`src/rtl/imem_loader.sv`:
```
// Instruction memory loader: streams words into imem while holding the core in reset.
// Optional trailing checksum word is enabled by defining LOADER_CHECKSUM_EN.
module imem_loader #(
  parameter int DEPTH  = 64,
  parameter int ADDR_W = 6
) (
  input  logic              clk,
  input  logic              reset,
  input  logic              start,
  input  logic [ADDR_W:0]   len,
  input  logic              in_valid,
  input  logic [31:0]       in_data,
  output logic              in_ready,
  output logic              imem_we,
  output logic [ADDR_W-1:0] imem_addr,
  output logic [31:0]       imem_wdata,
  output logic              cpu_reset,
  output logic              busy,
  output logic              done,
  output logic              error
);

  typedef enum logic [2:0] {
    S_IDLE,
    S_LOAD,
`ifdef LOADER_CHECKSUM_EN
    S_CHECK,
`endif
    S_RELEASE,
    S_RUN,
    S_ERR
  } state_t;

  localparam logic [ADDR_W:0] DEPTH_L = (ADDR_W+1)'(DEPTH);
  localparam logic [ADDR_W:0] ONE_L   = (ADDR_W+1)'(1);

  state_t            state_q, state_d;
  logic [ADDR_W:0]   cnt_q;
  logic [ADDR_W:0]   len_q;
  logic              xfer;
  logic              load_xfer;
  logic              last;
  logic              idle_like;
  logic              len_bad;
  logic              accept;
`ifdef LOADER_CHECKSUM_EN
  logic [31:0]       sum_q;
`endif

  assign idle_like = (state_q == S_IDLE) || (state_q == S_RUN) ||
                     (state_q == S_ERR);
  assign len_bad   = (len == '0) || (len > DEPTH_L);
  assign accept    = idle_like && start && !len_bad;
  assign xfer      = in_valid && in_ready;
  assign load_xfer = xfer && (state_q == S_LOAD);
  assign last      = (cnt_q == len_q - ONE_L);

  // Every status output is a pure decode of the registered state.
`ifdef LOADER_CHECKSUM_EN
  assign in_ready  = (state_q == S_LOAD) || (state_q == S_CHECK);
  assign busy      = in_ready || (state_q == S_RELEASE);
`else
  assign in_ready  = (state_q == S_LOAD);
  assign busy      = in_ready || (state_q == S_RELEASE);
`endif
  assign cpu_reset = (state_q != S_RUN);
  assign done      = (state_q == S_RUN);
  assign error     = (state_q == S_ERR);

  always_comb begin
    state_d = state_q;
    unique case (state_q)
      S_IDLE, S_RUN, S_ERR: begin
        if (start) state_d = len_bad ? S_ERR : S_LOAD;
      end
      S_LOAD: begin
        if (load_xfer && last) begin
`ifdef LOADER_CHECKSUM_EN
          state_d = S_CHECK;
`else
          state_d = S_RELEASE;
`endif
        end
      end
`ifdef LOADER_CHECKSUM_EN
      S_CHECK: begin
        if (xfer) state_d = (in_data == sum_q) ? S_RELEASE : S_ERR;
      end
`endif
      S_RELEASE: state_d = S_RUN;
      default:   state_d = S_IDLE;
    endcase
  end

  always_ff @(posedge clk or negedge reset) begin
    if (!reset) begin
      state_q    <= S_IDLE;
      cnt_q      <= '0;
      len_q      <= '0;
      imem_we    <= 1'b0;
      imem_addr  <= '0;
      imem_wdata <= '0;
    end else begin
      state_q <= state_d;
      imem_we <= load_xfer;
      if (accept) begin
        len_q <= len;
        cnt_q <= '0;
      end else if (load_xfer) begin
        imem_addr  <= cnt_q[ADDR_W-1:0];
        imem_wdata <= in_data;
        cnt_q      <= cnt_q + ONE_L;
      end
    end
  end

`ifdef LOADER_CHECKSUM_EN
  always_ff @(posedge clk or negedge reset) begin
    if (!reset) begin
      sum_q <= '0;
    end else if (accept) begin
      sum_q <= '0;
    end else if (load_xfer) begin
      sum_q <= sum_q + in_data;
    end
  end
`endif

endmodule

```
`config.mk`:
```
export PLATFORM = sky130hd
export DESIGN_NAME = imem_loader
export DESIGN_NICKNAME = d
export VERILOG_FILES = /design/src/rtl/imem_loader.sv
export SDC_FILE = /design/constraint.sdc
export NUM_CORES = 1
export LEC_CHECK = 0
export CAP_MARGIN = 20
export CORE_UTILIZATION = 40
export DETAILED_ROUTE_END_ITERATION = 16
export PLACE_DENSITY = 0.75
export SYNTH_ARGS = -nofsm -noshare
export SYNTH_HDL_FRONTEND = slang
export SYNTH_SLANG_ARGS = --single-unit
```
`constraint.sdc`:
```
create_clock -name clk -period 1.55 [get_ports clk]
set_input_delay 0.31 -clock clk [delete_from_list [all_inputs] [get_ports clk]]
set_output_delay 0.31 -clock clk [all_outputs]
set_load 0.02 [all_outputs]
```
**Word-level counts from Yosys, hierarchy flattened**

Index checks and enable logic that the tools add are counted.
Widths: inputs -> output; s select.

- Magnitude comparators: 1
- Eq/ne operators: 8
- Add/subtract/negate cells: 2
- Reduce and logical (&&, ||, !) cells: 16
- Bitwise gates (word level): 1
- Muxes and demuxes: 6

Operator list:

| cell | count |
|---|---|
| $mux 7 | 2 |
| $mux 3 | 3 |
| $pmux 3 s3 | 1 |
| $add 7x1->7 const B | 1 |
| $eq 7x7->1 | 1 |
| $gt 7x7->1 const B | 1 |
| $logic_not 7->1 | 1 |
| $sub 7x1->7 const B | 1 |
| $eq 3x2->1 const B | 2 |
| $logic_and 1x1->1 | 5 |
| $logic_or 1x1->1 | 4 |
| $reduce_and 2->1 | 2 |
| $eq 3x1->1 const B | 1 |
| $eq 3x3->1 const B | 1 |
| $logic_not 3->1 | 1 |
| $ne 3x2->1 const B | 1 |
| $reduce_or 3->1 | 1 |
| $ne 2x1->1 const B | 1 |
| $ne 2x2->1 const B | 1 |
| $reduce_bool 2->1 | 1 |
| $logic_not 1->1 | 1 |
| $not 1->1 | 1 |

- Register bits: 56
- Word-level logic and storage cells: 40
- Output and inout bits: 44
- Input bits: 43

**Logic depth before layout (Yosys ltp)**

- Word-level depth: 7
- Depth in mapped cells: 8
- Gate-level depth less buffers: 7

**Least setup slack after synthesis**

No wires, ideal clock.

- Path type: register -> register
- Start: register state_q[1]
- End: register len_q[3]
- Arrival: 1.979 ns
- Setup slack: -0.554 ns
- Data required time: 1.425 ns
- Stages on the path, launching flop included: 8
- Period minus slack after synthesis: 2.104 ns
- Path buffers: 2
- Setup time: 0.125 ns
- Path through: dfrtp_1 -> clkbuf_1 -> nand3_1 -> inv_1 -> o21ai_0 -> nor2_1 -> buf_6 -> mux2_4

- Cells in the longest elaborated chain, start to end: 5
- Elaborated cells on any way between the ends: 7
- Those cells by class: 2 x eq/ne; 5 x reduce/logical

RTL lines:

| item | RTL line | text |
|---|---|---|
| start, declared | 37 | `state_t state_q, state_d;` |
| start signal, assigned | 104 | `state_q <= state_d;` |
| $eq 3x2->1 | - |  |
| net done | 19 | `output logic done,` |
| $logic_or 1x1->1 (2 in a row) | 50 | `assign idle_like = (state_q == S_IDLE) \|\| (state_q == S_RUN) \|\|` |
| $logic_and 1x1->1 (2 in a row) | 53 | `assign accept = idle_like && start && !len_bad;` |
| end signal, assigned | 107 | `len_q <= len;` |
| end, declared | 39 | `logic [ADDR_W:0] len_q;` |

The timed path passes the listed nets, and every way through them passes these cells.
A chain may end at the register's enable or synchronous reset.

**Final worst setup path**

- Start: register len_q[2]
- End: register state_q[0]

- Cells in the longest elaborated chain, start to end: 5

RTL lines:

| item | RTL line | text |
|---|---|---|
| $sub 7x1->7 | 56 | `assign last = (cnt_q == len_q - ONE_L);` |
| $eq 7x7->1 | 56 |  |
| $logic_and 1x1->1 | 77 | `if (load_xfer && last) begin` |
| $ne 2x1->1 (no source line) | - |  |
| $reduce_and 2->1 (no source line) | - |  |

Every way passes these cells.

==> results_dict.tcl <==
set metrics [dict create \
    status "finished, violations left" \
    failed_checks "negative setup slack" \
    final_cells 462 \
    htree_num_levels 2 \
    insertedDiodeCount 0 \
    vias 2197 \
    slew_headroom_pct 71.52 \
    syn_to_final_growth_pct 60.53 \
    postSynthCellCount 268 \
    arrival_ps 1940 \
    rsz0062_at_grt "yes" \
    syn_area_um2 2482 \
    nets 431 \
    setup.worst_path.start_class "flip-flop" \
    core_area_um2 5956 \
    min_delay_path_depth 2 \
    fin_ws_ps -199.2 \
    place.gp.congestion 0.7641 \
    fillers 514 \
    grt_max_degree 42 \
    initial_core_util_pct 41.68 \
    place_hpwl_um 4322 \
    fin_skew_ps 6.531 \
    cts_buffers 5 \
    p_per_area_nw_per_um2 1742 \
    timing.fmax_ghz 0.5717 \
    peakVddDrop_v 0.0008863 \
    clk_pin_slew_worst_paths_ps 100 \
    finalCriticalPeriod_ps 1749 \
    ys_ff_latch 56 \
    drt-initial-drc-count 57 \
    clock_sinks 56 \
    final_area_um2 3985 \
    clk_latency_ps 300 \
    hold_violations 0 \
    grtUsageTotal_pct 20.07 \
    busiest_layer "met2" \
    cts_root_buffer "clkbuf_8" \
    die_w_um 80.78 \
    drt_wl_total_um 6147 \
    critical_path_class "reg -> reg" \
    leakage_nw 2.018 \
    placed_area_um2 3667 \
    critPathCaptureType "flip-flop" \
    utilization_pct 66.91 \
    setup_tns_ps -1331 \
    io_buffer_count 86 \
    routed_via_density 4.755 \
    syn_area_per_cell_um2 9.263 \
    dieArea_um2 6525 \
    first_pass_iters 4 \
    grt_pass1_wl_um 9929 \
    antenna_left 0 \
    maxCapViolations 0 \
    yosys_warnings 0 \
    yosys.cell_types.count 33 \
    rows 28 \
    worstMarginPinSlew_ps 427.1 \
    setup_viol 16 \
    hold_class "in -> reg" \
    ios 87 \
    clock_path_buffers 2 \
    use_met3_pct 4.270 \
    grt_pass1_vias 2234 \
    grtUsageMet2_pct 34.49 \
    antenna_found_initial 0 \
    wire_per_inst_um 13.31 \
    syn_nets 313 \
    drc_errors 0 \
    r2r_cells 5 \
    maxSlewViolCount 0 \
    overflow 0 \
    die_h_um 80.78 \
    ys_seq_area_share_pct 56.45 \
    dpl.cell_count 450 \
    cts_tree "yes" \
    total_power_mw 6.943 \
    cp_data_required_time_ps 1740 \
    drive_gt1_share_pct 24.29 \
    fin_crit_sh_pct 112.9 \
    crit_fanout 5 \
    use_met1_pct 24.71 \
]
## report_power, final
group          switching [mW]  internal [mW]  leakage [nW]
logic                    1.95           1.71          1.26
clock network           0.451          0.366        0.0455
registers               0.412           2.05         0.709
## worst max-delay path, stage by stage, from the launching register on
cell and delay, ps:
dfrtp_2 480, or4_4 510, nor2_4 110, xnor2_2 80
o41ai_2 320, a31oi_1 130
## final cells by class
cell class,instances,area (µm²),share of cell area [%]
clock buffers,8,90.09,2.261
inverters,6,27.53,0.6907
multi-input cells,193,1209,30.33
flip-flops and latches,56,1403,35.20
well taps,75,93.84,2.355
repair buffers,124,1162,29.17
## cells in the final DEF, fill, tap and decap left out, types with 3 or more instances in the layout
master,netlist,layout
o21ai_1,0,3
nor2_2,0,4
nor2_4,0,4
buf_2,0,4
clkbuf_8,0,6
buf_4,0,27
xor2_2,0,3
nor3_1,4,3
buf_8,0,4
dlygate4sd2_1,0,39
clkdlybuf4s50_1,0,37
buf_6,1,9
xnor2_1,7,5
o21ai_2,0,3
inv_2,0,3
dfrtp_1,56,55
nor2_1,11,3
nand4_1,4,4
nand2_1,118,117
mux2_4,4,8
xor2_1,9,6
## worst paths after layout
kind	slack (ps)	to	from
setup reg to reg	-200	state_q[0]	len_q[2]
max in group asynchronous	650	len_q[2]	reset
hold / removal	230	len_q[4]	len[4]
min in group asynchronous	520	imem_wdata[26]	reset
setup / recovery	-200	state_q[0]	len_q[2]
hold reg to reg	470	imem_wdata[8]	imem_wdata[8]
## metal layers
metal,vias to the layer above,part of all wire (%)
met4,0,1.5
met3,6,4.1
met1,1053,43
met5,-,0
met2,51,52
li1,1087,-
## registers in the layout, indices dropped and copies added (netlist names)
| name | count |
|---|---|
| imem_addr | 6 |
| state_q | 3 |
| imem_we | 1 |
| imem_wdata | 32 |
| len_q | 7 |
| cnt_q | 7 |
## cells in the mapped netlist
library cell    n  share of area (%)
xor2_1          9                3.2
o21ai_0         6                1.2
nand4b_1        1               0.35
buf_6           1               0.45
xnor2_1         7                2.5
o211ai_1        1               0.30
clkinv_1        1               0.15
a21oi_1         2               0.40
nand2_1       118                 18
mux2_2          4                1.8
o2bb2ai_1       1               0.35
nand3_1         3               0.60
o21a_1          1               0.30
nor4_1          1               0.25
ha_1            2                1.0
nor3_2          1               0.40
a211oi_1        1               0.30
nand4bb_1       1               0.45
dfrtp_1        56                 56
nand2b_1        1               0.25
or4_1           2               0.60
o41ai_1         1               0.35
and3_1          1               0.25
a21boi_0        2               0.60
nand4_1         4                1.0
a31oi_1         1               0.25
nor2_1         11                1.7
clkbuf_1       12                1.8
inv_1           5               0.76
nor3b_1         2               0.60
mux2_4          4                2.4
nand3b_1        1               0.30
nor3_1          4               0.81
## what timing repair did
| action | CTS | global route |
|---|---|---|
| hold endpoints to repair | 23 | 0 |
| cloned | 0 | 1 |
| hold buffers | 1 | 0 |
| buffers inserted | 2 | 4 |
| pin swaps | 13 | 21 |
| endpoints found under the setup margin | 61 | 22 |
| gates resized for setup | 98 | 47 |
## through the flow
stage | setup slack [ps] | hold slack [ps]
2_1_floorplan | -291.7 | 14.41
3_3_place_gp | -760.8 | 314.6
3_5_place_dp | -804.9 | 321.6
4_1_cts | -209.9 | 222.4
5_1_grt | -278.2 | 214.7
6_report | -199.2 | 233.7
## kinds of logic (layout without fill, tap and decap cells)
group / after synthesis / in the layout / share of synthesized area (%)
muxes: 8 / 8 / 4.234
DFF: 56 / 56 / 56.45
AOI/OAI and AO/OA: 16 / 16 / 4.083
xor gates and xnor gates: 16 / 16 / 5.645
buffers and inverters: 19 / 138 / 3.175
adders and majority gates: 2 / 2 / 1.008
and+or+nand+nor: 151 / 151 / 25.40
Power figures use the tool's default switching activity.
